==> config.mk <==
export PLATFORM = sky130hd
export DESIGN_NAME = mc_control_unit
export DESIGN_NICKNAME = d
export VERILOG_FILES = /design/src/rtl/mc_control_unit.sv
export SDC_FILE = /design/constraint.sdc
export NUM_CORES = 1
export LEC_CHECK = 0
export ABC_AREA = 1
export CAP_MARGIN = 20
export CORE_MARGIN = 2
export CORE_UTILIZATION = 36
export DETAILED_ROUTE_END_ITERATION = 10
export PLACE_DENSITY = 0.59
export REMOVE_ABC_BUFFERS = 1
export SETUP_SLACK_MARGIN = 0.3
export SYNTH_ARGS = -nofsm -noshare
export SYNTH_HDL_FRONTEND = slang
export SYNTH_SLANG_ARGS = --single-unit
==> constraint.sdc <==
create_clock -name clk -period 2.1 [get_ports clk]
set_input_delay 0.21 -clock clk [delete_from_list [all_inputs] [get_ports clk]]
set_output_delay 0.21 -clock clk [all_outputs]
set_load 0.03 [all_outputs]
==> src/rtl/mc_control_unit.sv <==
// mc_control_unit: multi-cycle RV32I control sequencer (FETCH/DECODE/EXEC/MEM/WB).
// Drives the memory request handshakes and datapath strobes, and provides a
// memory-ready timeout and a retired-instruction counter.
// Optional macro CTRL_ILLEGAL_TRAP_EN: unknown opcodes enter a sticky TRAP state
// instead of retiring as a NOP.
module mc_control_unit #(
  parameter int unsigned ALUOP_W     = 2,
  parameter int unsigned CNT_W       = 32,
  parameter int unsigned MEM_TIMEOUT = 256
) (
  input  logic               clk,
  input  logic               rst,
  input  logic [6:0]         opcode,
  input  logic               stall,
  input  logic               imem_ready,
  input  logic               dmem_ready,
  input  logic               branch_taken,
  output logic               imem_req,
  output logic               ir_write,
  output logic               pc_write,
  output logic [1:0]         pc_src,
  output logic [ALUOP_W-1:0] alu_op,
  output logic [1:0]         alu_src_a,
  output logic [1:0]         alu_src_b,
  output logic               dmem_read,
  output logic               dmem_write,
  output logic [1:0]         mem_to_reg,
  output logic               reg_write,
  output logic               retire,
  output logic               bus_err,
  output logic               illegal,
  output logic [CNT_W-1:0]   instret,
  output logic [2:0]         state
);

  typedef enum logic [2:0] {
    FETCH  = 3'd0,
    DECODE = 3'd1,
    EXEC   = 3'd2,
    MEM    = 3'd3,
    WB     = 3'd4,
    TRAP   = 3'd5
  } state_t;

  localparam logic [6:0] OP_R     = 7'b0110011;
  localparam logic [6:0] OP_I     = 7'b0010011;
  localparam logic [6:0] OP_LOAD  = 7'b0000011;
  localparam logic [6:0] OP_STORE = 7'b0100011;
  localparam logic [6:0] OP_BR    = 7'b1100011;
  localparam logic [6:0] OP_JAL   = 7'b1101111;
  localparam logic [6:0] OP_JALR  = 7'b1100111;
  localparam logic [6:0] OP_LUI   = 7'b0110111;
  localparam logic [6:0] OP_AUIPC = 7'b0010111;

  localparam int unsigned TMO_W = (MEM_TIMEOUT > 2) ? $clog2(MEM_TIMEOUT) : 1;
  localparam logic [TMO_W-1:0] TMO_LAST = TMO_W'(MEM_TIMEOUT - 1);
  localparam logic TMO_EN = (MEM_TIMEOUT != 0);

  state_t           st_q, st_nxt;
  logic [6:0]       op_q;
  logic [TMO_W-1:0] tmo_q;
  logic [CNT_W-1:0] instret_q;

  logic       imem_req_c, ir_write_c, pc_write_c, dmem_read_c, dmem_write_c;
  logic       reg_write_c, retire_c, bus_err_c, waiting_c, known_op;
  logic [1:0] pc_src_c, alu_op_c, alu_src_a_c, alu_src_b_c, mem_to_reg_c;

  // Opcode recognised by the sequencer (evaluated on the live IR during DECODE)
  always_comb begin
    case (opcode)
      OP_R, OP_I, OP_LOAD, OP_STORE, OP_BR,
      OP_JAL, OP_JALR, OP_LUI, OP_AUIPC: known_op = 1'b1;
      default:                            known_op = 1'b0;
    endcase
  end

  // Next-state and raw (unmasked) strobe decode
  always_comb begin
    st_nxt       = st_q;
    imem_req_c   = 1'b0;
    ir_write_c   = 1'b0;
    pc_write_c   = 1'b0;
    pc_src_c     = 2'b00;
    alu_op_c     = 2'b00;
    alu_src_a_c  = 2'b00;
    alu_src_b_c  = 2'b00;
    dmem_read_c  = 1'b0;
    dmem_write_c = 1'b0;
    mem_to_reg_c = 2'b00;
    reg_write_c  = 1'b0;
    retire_c     = 1'b0;
    bus_err_c    = 1'b0;
    waiting_c    = 1'b0;
    case (st_q)
      FETCH: begin
        imem_req_c = 1'b1;
        if (imem_ready) begin
          ir_write_c = 1'b1;
          pc_write_c = 1'b1;
          st_nxt     = DECODE;
        end else begin
          waiting_c = 1'b1;
          if (TMO_EN && tmo_q == TMO_LAST) begin
            bus_err_c = 1'b1;
            st_nxt    = FETCH;
          end
        end
      end
      DECODE: begin
        if (known_op) begin
          st_nxt = EXEC;
        end else begin
`ifdef CTRL_ILLEGAL_TRAP_EN
          st_nxt = TRAP;
`else
          st_nxt   = FETCH;
          retire_c = 1'b1;
`endif
        end
      end
      EXEC: begin
        case (op_q)
          OP_R: begin
            alu_op_c = 2'b10;
            st_nxt   = WB;
          end
          OP_I: begin
            alu_op_c    = 2'b11;
            alu_src_b_c = 2'b01;
            st_nxt      = WB;
          end
          OP_LOAD, OP_STORE: begin
            alu_src_b_c = 2'b01;
            st_nxt      = MEM;
          end
          OP_BR: begin
            alu_op_c   = 2'b01;
            pc_src_c   = 2'b01;
            pc_write_c = branch_taken;
            retire_c   = 1'b1;
            st_nxt     = FETCH;
          end
          OP_JAL, OP_JALR: begin
            pc_src_c   = 2'b10;
            pc_write_c = 1'b1;
            st_nxt     = WB;
          end
          OP_LUI: begin
            alu_src_a_c = 2'b10;
            alu_src_b_c = 2'b01;
            st_nxt      = WB;
          end
          OP_AUIPC: begin
            alu_src_a_c = 2'b01;
            alu_src_b_c = 2'b01;
            st_nxt      = WB;
          end
          default: st_nxt = FETCH;
        endcase
      end
      MEM: begin
        if (op_q == OP_LOAD) dmem_read_c = 1'b1;
        else                 dmem_write_c = 1'b1;
        if (dmem_ready) begin
          if (op_q == OP_LOAD) begin
            st_nxt = WB;
          end else begin
            st_nxt   = FETCH;
            retire_c = 1'b1;
          end
        end else begin
          waiting_c = 1'b1;
          if (TMO_EN && tmo_q == TMO_LAST) begin
            bus_err_c = 1'b1;
            st_nxt    = FETCH;
          end
        end
      end
      WB: begin
        reg_write_c = 1'b1;
        retire_c    = 1'b1;
        st_nxt      = FETCH;
        if (op_q == OP_LOAD)                       mem_to_reg_c = 2'b01;
        else if (op_q == OP_JAL || op_q == OP_JALR) mem_to_reg_c = 2'b10;
      end
      TRAP:    st_nxt = TRAP;
      default: st_nxt = FETCH;
    endcase
  end

  // Sequencer state, latched opcode, timeout and retire counters; all frozen by stall
  always_ff @(posedge clk) begin
    if (rst) begin
      st_q      <= FETCH;
      op_q      <= '0;
      tmo_q     <= '0;
      instret_q <= '0;
    end else if (!stall) begin
      st_q <= st_nxt;
      if (st_q == DECODE) op_q <= opcode;
      // A timeout returns FETCH to FETCH, so it must clear the counter explicitly
      if (st_nxt != st_q || bus_err_c) tmo_q <= '0;
      else if (waiting_c)              tmo_q <= tmo_q + TMO_W'(1);
      if (retire_c) instret_q <= instret_q + CNT_W'(1);
    end
  end

`ifdef CTRL_ILLEGAL_TRAP_EN
  logic illegal_q;

  // Sticky trap flag, cleared only by reset
  always_ff @(posedge clk) begin
    if (rst)                           illegal_q <= 1'b0;
    else if (!stall && st_nxt == TRAP) illegal_q <= 1'b1;
  end

  assign illegal = illegal_q & ~rst;
`else
  assign illegal = 1'b0;
`endif

  // Levels are masked only by reset; pulses are also suppressed while stalled
  assign imem_req   = imem_req_c & ~rst;
  assign dmem_read  = dmem_read_c & ~rst;
  assign dmem_write = dmem_write_c & ~rst;
  assign ir_write   = ir_write_c & ~rst & ~stall;
  assign pc_write   = pc_write_c & ~rst & ~stall;
  assign reg_write  = reg_write_c & ~rst & ~stall;
  assign retire     = retire_c & ~rst & ~stall;
  assign bus_err    = bus_err_c & ~rst & ~stall;
  assign pc_src     = rst ? 2'b00 : pc_src_c;
  assign alu_op     = rst ? '0 : ALUOP_W'(alu_op_c);
  assign alu_src_a  = rst ? 2'b00 : alu_src_a_c;
  assign alu_src_b  = rst ? 2'b00 : alu_src_b_c;
  assign mem_to_reg = rst ? 2'b00 : mem_to_reg_c;
  assign instret    = rst ? '0 : instret_q;
  assign state      = rst ? 3'd0 : st_q;

endmodule

==> out/metrics.cfg, run 1 <==
[run_status]
status=finished clean

[yosys]
yosysSeqAreaShare_pct=30.30
ys.flop_type=dfxtp_1
synth_top_area_share_pct=30.30
yosys.area.top_type=dfxtp_1
synth_warnings=0
yosysMostFrequentCell=nand2_1
yosysUniqueCellTypes=33
synth_seq_cells=50
yosys-top-cells-area=dfxtp_1 30%, nand2_1 16%, nor2_1 12%
synth_edf_count=0
synth_cells=547
syn_area_sq_um=3303
async_reset_ff_share_pct=0
syn_avg_cell_area_sq_um=6.039
ys_top_cells_by_count=140 x nand2_1, 107 x nor2_1, 68 x inv_1, 50 x dfxtp_1, 39 x a21oi_1

[clock_network]
clk_path_buf_depth=2
clk_pin_slew_ns=0.09
cts-root-buf=clkbuf_8
h-tree-depth=2
clk_latency_ns=0.30
hold_buffers=0
cts.sinks=50
cts_made_buffers=5
cts_tree=yes

[critical_path]
crit_family=flip-flops
worst_ep_arrival_time_ns=1.55
r2r-start=st_q[2]
criticalPathCategory=register to primary output
startpoint=st_q[2]
critPathMaxFanout=6
critPathBufInv=2
crit_path_end_kind=primary output
required_ns=1.89
critPathLaunchType=register
path_cells=inv_4 -> nand2_2 -> nor2_4 -> nand2_1 -> a311oi_2 -> buf_4
critPathMaxStageDelay_ns=0.37
cp_slowest_cell=dfxtp_4

[die]
io_pins=67
dieArea_sq_um=9958
dieHeight_um=99.79
initial_utilization_pct=37.51
chipWidth_um=99.79
core_area_sq_um=8806
rows=34

[power_and_ir_drop]
p_leak_nw=2.054
p_per_area_nw_per_um2=392.0
ir_drop_v=0.0003267

[global_route]
grt_start_max_net_pins=60
grt_pass1_wl_um=15370
grt_pass1_vias=3346
antenna_found_initial=0
grt.total_usage_pct=18.70
grt_overflow=0

[drt]
totalWireLength_um=9319
drtIter0Drc=174
drc=0
wire_per_inst_um=12.75
dr.pass1.iters=5
viasPerCell=4.855
vias=3549
ant_nets=0

[placed_design]
dp_hpwl_um=6851
numPortBuffers=64
place_congestion=0.9097

[timing]
grt_setup_unrepaired=true
fin_setup_tns_ns=0
min_period_over_period_pct=83.86
setup_viol_count_final=0
slew_violations=0
fin_skew_ns=0.005298
fmax_mhz=567.8
post-route-min-period_ns=1.761
finalHoldViolations=0

[finish]
finish.utilization_pct=50.04
drive_gt1_share_pct=15.09
seqCellArea_sq_um=1021
nFillCells=914
syn_to_final_growth_pct=33.41
antenna-diode-count=0
multi_input_area_sq_um=2095
fin_nets=638

[min_path]
min-delay-start=opcode[6]
hold_path.class=input port to register

[flow_run]
maxCapViolations=0

-- registers in the layout (all words and copies together), names as in the netlist --
register   count
st_q           3
tmo_q          8
op_q           7
instret_q     32
-- per-layer routing --
layer	up-vias	part of all wire (%)	global-route usage [%]	routed length, um
li1	1867	-	-	-
met1	1579	47	25.00	4414
met2	95	47	31.03	4374
met3	8	4.3	2.855	401
met4	0	1.4	6.112	129
met5	-	0	0	0
-- kinds of logic after synthesis --
kind of cell	after synthesis	share of synthesized area [%]
buffers and inverters	86	10.76
AOI/OAI and AO/OA	58	9.205
xor gates and xnor gates	29	7.690
and+or+nand+nor	321	41.17
DFF	50	30.30
other	1	0.1135
adders and majority gates	2	0.7575
-- what timing repair did --
item / 4_1_cts / 5_1_grt
setup buffers: 7 / 2
endpoints found under the setup margin: 24 / 66
gates resized for setup: 62 / 71
pin swaps: 4 / 8
cloned: 0 / 0
-- path summary, 6_finish.rpt --
path | to | slack, ns | depth (start not counted)
worst max-delay path | pc_write | 0.34 | 6
worst min-delay path | op_q[6] | 0.34 | 3
worst max register to register | instret_q[8] | 0.41 | 10
worst min register to register | instret_q[31] | 0.47 | 2
-- where the power goes --
group	internal, mW	switching (mW)	total, mW
Combinational	0.0746	0.129	0.204
Sequential	0.958	0.0137	0.971
Clock	0.231	0.321	0.552
-- metrics by stage --
| stage | total power [mW] | worst slack (ns) | hold slack (ns) | std cells | area [sq um] |
|---|---|---|---|---|---|
| 2_1_floorplan | 1.080 | 0.2314 | 0.2791 | 532 | 3217 |
| 3_3_place_gp | 1.178 | 0.09121 | 0.4508 | 715 | 4073 |
| 3_5_place_dp | 1.179 | 0.1175 | 0.4612 | 715 | 4073 |
| 4_1_cts | 1.740 | 0.08974 | 0.3919 | 729 | 4219 |
| 5_1_grt | 1.799 | 0.2058 | 0.3356 | 731 | 4407 |
| 6_report | 1.727 | 0.3389 | 0.3413 | 731 | 4407 |
-- cell type report --
type                       count  area share [%]
multi-input combinational    412           47.53
sequential                    50           23.17
timing repair buffer          84           18.31
inverter                      70           6.190
tap                          108           3.066
clock buffer                   7           1.732
-- layout by cell type (no fill, tap or decap), drive strengths merged, types with 21 or more instances in the layout --
cell / instances
a21oi: 39
buf: 37
dfxtp: 50
dlymetal6s2s: 21
inv: 70
nand2: 143
nand3: 27
nor2: 108
nor3: 28
xor2: 27
-- worst register-to-register path, stage by stage (launching register included) --
cell and delay, ns:
dfxtp_4 0.37, buf_4 0.13, buf_4 0.13, nor2_4 0.10, nand2_2 0.08, nand4_4 0.09, nand2_4 0.06, buf_4 0.19
inv_6 0.19, o21ai_0 0.14, a21oi_1 0.13
Power figures use the tool's default switching activity.
==> run 2: changes to the inputs <==
clock period = 1.7 ns   (was 2.1 ns; I/O delays follow)
==> run 2 against run 1 <==
The flow now finishes with violations (negative setup slack). Clock power rose by 62%. Wire length rose by 24%. Via count rose by 14%. Combinational power rose by 120%. Register-to-register slack got worse by 0.48 ns. Count of clock-buffer cells in the layout fell by 2. Setup slack got worse by 0.47 ns. Design area rose by 31%. Power rose by 47%. Sequential cell count did not move. Utilization rose by 16 points. Cell count rose by 9.4%. Critical endpoint unchanged. Largest power group unchanged. Highest routed layer unchanged.
==> out/metrics.cfg, run 2 (synthesis results as in run 1) <==
[global_route]
antenna_found_initial=0  ; unchanged
grt_start_max_net_pins=22  ; -63%
grt_overflow=0  ; unchanged
grt_pass1_wl_um=18520  ; +20%
grt.total_usage_pct=22.78  ; +4.1 points
grt_pass1_vias=4020  ; +20%

[clock_network]
cts_tree=yes
clk_path_buf_depth=2  ; unchanged
clk_latency_ns=0.31  ; about the same
cts.sinks=50  ; unchanged
clk_pin_slew_ns=0.10  ; about the same
cts-root-buf=clkbuf_8
h-tree-depth=2  ; unchanged
cts_made_buffers=5  ; unchanged
hold_buffers=0  ; unchanged

[placed_design]
postPlaceCellArea_sq_um=4360  ; +7.1%
numPortBuffers=64  ; unchanged
place_congestion=0.9137  ; +0.44%
dp_hpwl_um=7503  ; +9.5%

[die]
rows=34  ; unchanged
core_area_sq_um=8806  ; unchanged
io_pins=67  ; unchanged
dieHeight_um=99.79  ; unchanged
chipWidth_um=99.79  ; unchanged
initial_utilization_pct=37.51  ; unchanged
dieArea_sq_um=9958  ; unchanged

[timing]
post-route-min-period_ns=1.827
slew_violations=0  ; unchanged
fin_skew_ns=0.01072  ; +0.005425 ns
grt_setup_unrepaired=true
finalHoldViolations=0  ; unchanged
fin_setup_tns_ns=-1.007  ; -1.007 ns
min_period_over_period_pct=107.4
setup_slack_ns=-0.1265  ; -0.4654 ns
setup_viol_count_final=19  ; +19
fmax_mhz=547.5

[critical_path]
worst_ep_arrival_time_ns=1.66  ; +0.11 ns
criticalPathCategory=register to primary output
critPathMaxFanout=5  ; -1
ff2ff_setup_slack_ns=-0.07  ; -0.48 ns
required_ns=1.53  ; -0.36 ns
critPathLaunchType=register
crit_path_end_kind=primary output

[drt]
totalWireLength_um=11600  ; +24%
ant_nets=0  ; unchanged
drc=0  ; unchanged
dr.pass1.iters=4  ; -1
drtIter0Drc=159  ; -8.6%
wire_per_inst_um=14.50  ; +14%
vias=4044  ; +14%
viasPerCell=5.055  ; +4.1%

[run_status]
violations=negative setup slack
status=finished, violations left

[flow_run]
maxCapViolations=0  ; unchanged

[power_and_ir_drop]
p_leak_nw=2.351  ; +14%
ir_drop_v=0.0003255  ; -0.37%
p_per_area_nw_per_um2=437.6  ; +12%

[finish]
regMostFlops=instret_q
drive_gt1_share_pct=49.86  ; +35 points
reg_top3=instret_q (32), tmo_q (8), op_q (7)
syn_to_final_growth_pct=75.08
nFillCells=730  ; -20%
finalInstanceArea_sq_um=5783  ; +31%
mostFrequentLayoutCells=88 x nand2_1, 79 x nor2_1, 65 x buf_4
largest_reg_flops=32  ; unchanged
fin_nets=706  ; +11%
final_common_cell=nand2_1
antenna-diode-count=0  ; unchanged

[min_path]
hold_path.class=input port to register

[run 2: changes by cell type in the layout (fill, tap and decap cells not counted), moves of 13 or more]
cell / previous run / this run
nand2_4: 2 / 28
buf_6: 3 / 27
buf_4: 26 / 65
nand2_1: 135 / 88
buf_2: 6 / 21
nor2_1: 96 / 79
a21oi_2: 2 / 24
nor3_1: 25 / 12
dfxtp_1: 40 / 19
dlymetal6s2s_1: 21 / 1
a21oi_1: 37 / 14
nand2_2: 6 / 25
dfxtp_2: 7 / 25
[run 2: final cells by class]
type / count / area (sq um) / area share (%)
tap: 108 / 135.1 / 2.337
clock inverter: 3 / 45.04 / 0.7789
sequential: 50 / 1055 / 18.24
multi-input combinational: 412 / 2753 / 47.60
clock buffer: 5 / 68.82 / 1.190
inverter: 70 / 294.0 / 5.084
timing repair buffer: 152 / 1433 / 24.77
[run 2: layer usage]
layer	up-vias	part of all wire [%]	GRT usage [%]
met1	1892	42	28.02
met4	0	2.0	7.271
met3	21	3.9	2.855
li1	2009	-	-
met5	-	0	0
met2	122	52	41.27
[run 2: worst max-delay path, stage by stage, from the launching register on]
cell and delay (ns):
dfxtp_4 0.45, nand2_4 0.07, nor2_4 0.17, nand4_1 0.18, a311oi_2 0.26, buf_4 0.21
[run 2: final timing paths]
kind                       from       endpoint  cells after the start
setup / recovery        st_q[1]       pc_write                      5
hold / removal              rst  instret_q[12]                      2
setup reg to reg        st_q[1]       tmo_q[6]                     12
hold reg to reg   instret_q[31]  instret_q[31]                      2
[run 2: through the flow]
| stage | utilization [%] | setup WS [ns] | instances | total power [mW] | hold WS [ns] |
|---|---|---|---|---|---|
| after floorplan | - | -0.1686 | 532 | 1.334 | 0.2391 |
| after global placement | 49.52 | -0.1128 | 756 | 1.492 | 0.4517 |
| after detailed placement | 49.52 | -0.1411 | 756 | 1.493 | 0.4587 |
| after CTS | 60.27 | -0.05847 | 789 | 2.465 | 0.1485 |
| after global routing | 65.67 | -0.1770 | 800 | 2.630 | 0.1221 |
| final | 65.67 | -0.1265 | 800 | 2.531 | 0.1256 |
[run 2: timing repair]
item	in CTS	in global routing
cloned	3	0
buffers inserted	22	11
setup endpoints to repair	99	96
pin swaps	39	48
gates resized for setup	296	179
[run 2: where the power goes]
group	internal, mW	switching (mW)
Combinational	0.201	0.240
Clock	0.439	0.454
Sequential	1.18	0.0170
Total	1.82	0.711
==> run 3: changes to the inputs <==
CTS_CLUSTER_SIZE = 28   (was default)
TNS_END_PERCENT = 1   (was default)
==> run 3 against run 2 <==
The run still ends with negative setup slack left. First-iteration DRC count decreased by 19%. Clock skew decreased by 0.0020 ns. Cell count decreased by 4.1%. Critical path depth increased by 3. Utilization decreased by 14 points. Register-to-register slack improved by 0.09 ns. Critical path type unchanged.
==> out/metrics.cfg, run 3 (synthesis results as in run 1) <==
[flow_run]
maxCapViolations=0  ; unchanged

[die]
dieHeight_um=99.79  ; unchanged
core_area_sq_um=8806  ; unchanged
dieArea_sq_um=9958  ; unchanged
initial_utilization_pct=37.51  ; unchanged
rows=34  ; unchanged
chipWidth_um=99.79  ; unchanged
io_pins=67  ; unchanged

[power_and_ir_drop]
p_sw_share_pct=26.05  ; -2.1 points
comb_power_share_pct=11.9  ; -5.5 points
clkPwrFrac_pct=37.3  ; +2.0 points
p_seq_share_pct=50.8  ; +3.5 points
ir_drop_v=0.0003240  ; -0.48%
p_per_area_nw_per_um2=521.9  ; +19%
intPower_mw=1.744  ; -4.1%
switchingPower_mw=0.6144  ; -14%
p_leak_nw=1.838  ; -22%
power_mw=2.359  ; -6.8%

[critical_path]
r2r-start=st_q[2]
criticalPathCategory=register to primary output
critPathMaxFanout=6  ; +1
required_ns=1.53  ; about the same
critPathMaxStageDelay_ns=0.36  ; -0.09 ns
worst_ep_arrival_time_ns=1.60  ; -0.06 ns
critPathLaunchType=register
r2r_end=instret_q[16]
crit_family=simple AND/OR/NAND/NOR gates
crit_path_end_kind=primary output
ff2ff_path_depth=11  ; -1
crit_top_cell=nor2_4
critPathBufInv=2  ; +1
path_cells=inv_2 -> nand2_2 -> nor2_4 -> nand3_2 -> nand4_2 -> nand2_4 -> nor2_4 -> buf_6
ff2ff_setup_slack_ns=0.02  ; +0.09 ns
cp_slowest_cell=dfxtp_2

[finish]
antenna-diode-count=0  ; unchanged
regMostFlops=instret_q
reg_top3=instret_q (32), tmo_q (8), op_q (7)
syn_to_final_growth_pct=36.82
nFillCells=932  ; +28%
drive_gt1_share_pct=24.13  ; -26 points
finish.utilization_pct=51.32  ; -14 points
final_cells=767  ; -4.1%
mostFrequentLayoutCells=138 x nand2_1, 103 x nor2_1, 70 x buf_4
largest_reg_flops=32  ; unchanged
fin_nets=673  ; -4.7%
final_common_cell=nand2_1

[drt]
viasPerCell=4.874  ; -3.6%
drc=0  ; unchanged
totalWireLength_um=9573  ; -17%
wire_per_inst_um=12.48  ; -14%
drtIter0Drc=128  ; -19%
ant_nets=0  ; unchanged
vias=3738  ; -7.6%
dr.pass1.iters=5  ; +1

[global_route]
grt_pass1_vias=3660  ; -9.0%
grt_pass1_wl_um=16460  ; -11%
grt_start_max_net_pins=22  ; unchanged
grt.total_usage_pct=19.99  ; -2.8 points
grt_overflow=0  ; unchanged
antenna_found_initial=0  ; unchanged

[min_path]
holdPathEnd=tmo_q[1]
hold_path.class=input port to register
worstHoldPathCells=2  ; unchanged
min-delay-start=rst

[timing]
slew_violations=0  ; unchanged
finalHoldViolations=0  ; unchanged
post-route-min-period_ns=1.767  ; -0.05989 ns
fmax_mhz=566.0  ; +3.4%
grt_setup_unrepaired=true
fin_skew_ns=0.008688  ; -0.002035 ns
timing.hold.ws_ns=0.2267  ; +0.1011 ns
setup_slack_ns=-0.06663  ; +0.05989 ns
min_period_over_period_pct=103.9  ; -3.5 points
setup_viol_count_final=4  ; -15

[run_status]
status=finished, violations left
violations=negative setup slack

[placed_design]
numPortBuffers=64  ; unchanged
dp.cells=756  ; unchanged
place_congestion=0.9137  ; unchanged
dp_hpwl_um=7503  ; unchanged

[clock_network]
clk_latency_ns=0.31  ; about the same
h-tree-depth=2  ; unchanged
cts.sinks=50  ; unchanged
cts_made_buffers=5  ; unchanged
clk_path_buf_depth=2  ; unchanged
cts-root-buf=clkbuf_8
cts_tree=yes
clk_pin_slew_ns=0.10  ; about the same

-- run 3: worst max-delay path by stage --
stage                   start       endpoint  slack [ns]  cells after the start
detailed placement  opcode[6]  instret_q[24]       -0.14                     10
global placement    opcode[2]  instret_q[23]       -0.11                     11
floorplan             st_q[2]   instret_q[2]       -0.17                      9
CTS                   st_q[2]       pc_write        -0.1                      6
global route          st_q[2]         retire       -0.19                      8
finish                st_q[2]         retire       -0.07                      8
-- run 3: layer usage --
layer | GRT usage, % | vias to the layer above | wire, um
li1 | - | 1933 | -
met5 | 0 | - | 0
met3 | 2.925 | 22 | 336
met4 | 7.692 | 0 | 255
met1 | 25.73 | 1683 | 4487
met2 | 33.89 | 100 | 4494
-- run 3: repair_timing --
| item | 4_1_cts | 5_1_grt |
|---|---|---|
| buffers inserted | 3 | 0 |
| hold buffers | 0 | 0 |
| pin swaps | 3 | 1 |
| resized for setup | 143 | 49 |
| endpoints found under the setup margin | 99 | 95 |
-- run 3: cell type report --
type | count | area [sq um] | share of cell area [%]
Multi-Input combinational cell | 412 | 2028 | 44.88
Sequential cell | 50 | 1016 | 22.48
Timing Repair Buffer | 119 | 960.9 | 21.26
Inverter | 70 | 265.3 | 5.869
Tap cell | 108 | 135.1 | 2.990
Clock buffer | 5 | 68.82 | 1.523
Clock inverter | 3 | 45.04 | 0.9967
-- run 3: through the flow --
stage | setup slack [ns] | TNS (ns) | area [sq um]
after global routing | -0.1876 | -4.463 | 4519
after floorplan | -0.1686 | -0.5686 | 3217
after detailed placement | -0.1411 | -3.096 | 4360
final | -0.06663 | -0.1941 | 4519
after CTS | -0.09787 | -0.2756 | 4526
after global placement | -0.1128 | -2.749 | 4360
-- run 3: power groups by stage --
stage / clock network, mW / registers [mW] / logic [mW]
finish: 0.879 / 1.20 / 0.281
global placement: 0 / 1.22 / 0.268
detailed placement: 0 / 1.22 / 0.269
global route: 0.953 / 1.20 / 0.311
CTS: 0.906 / 1.20 / 0.276
floorplan: 0 / 1.22 / 0.111
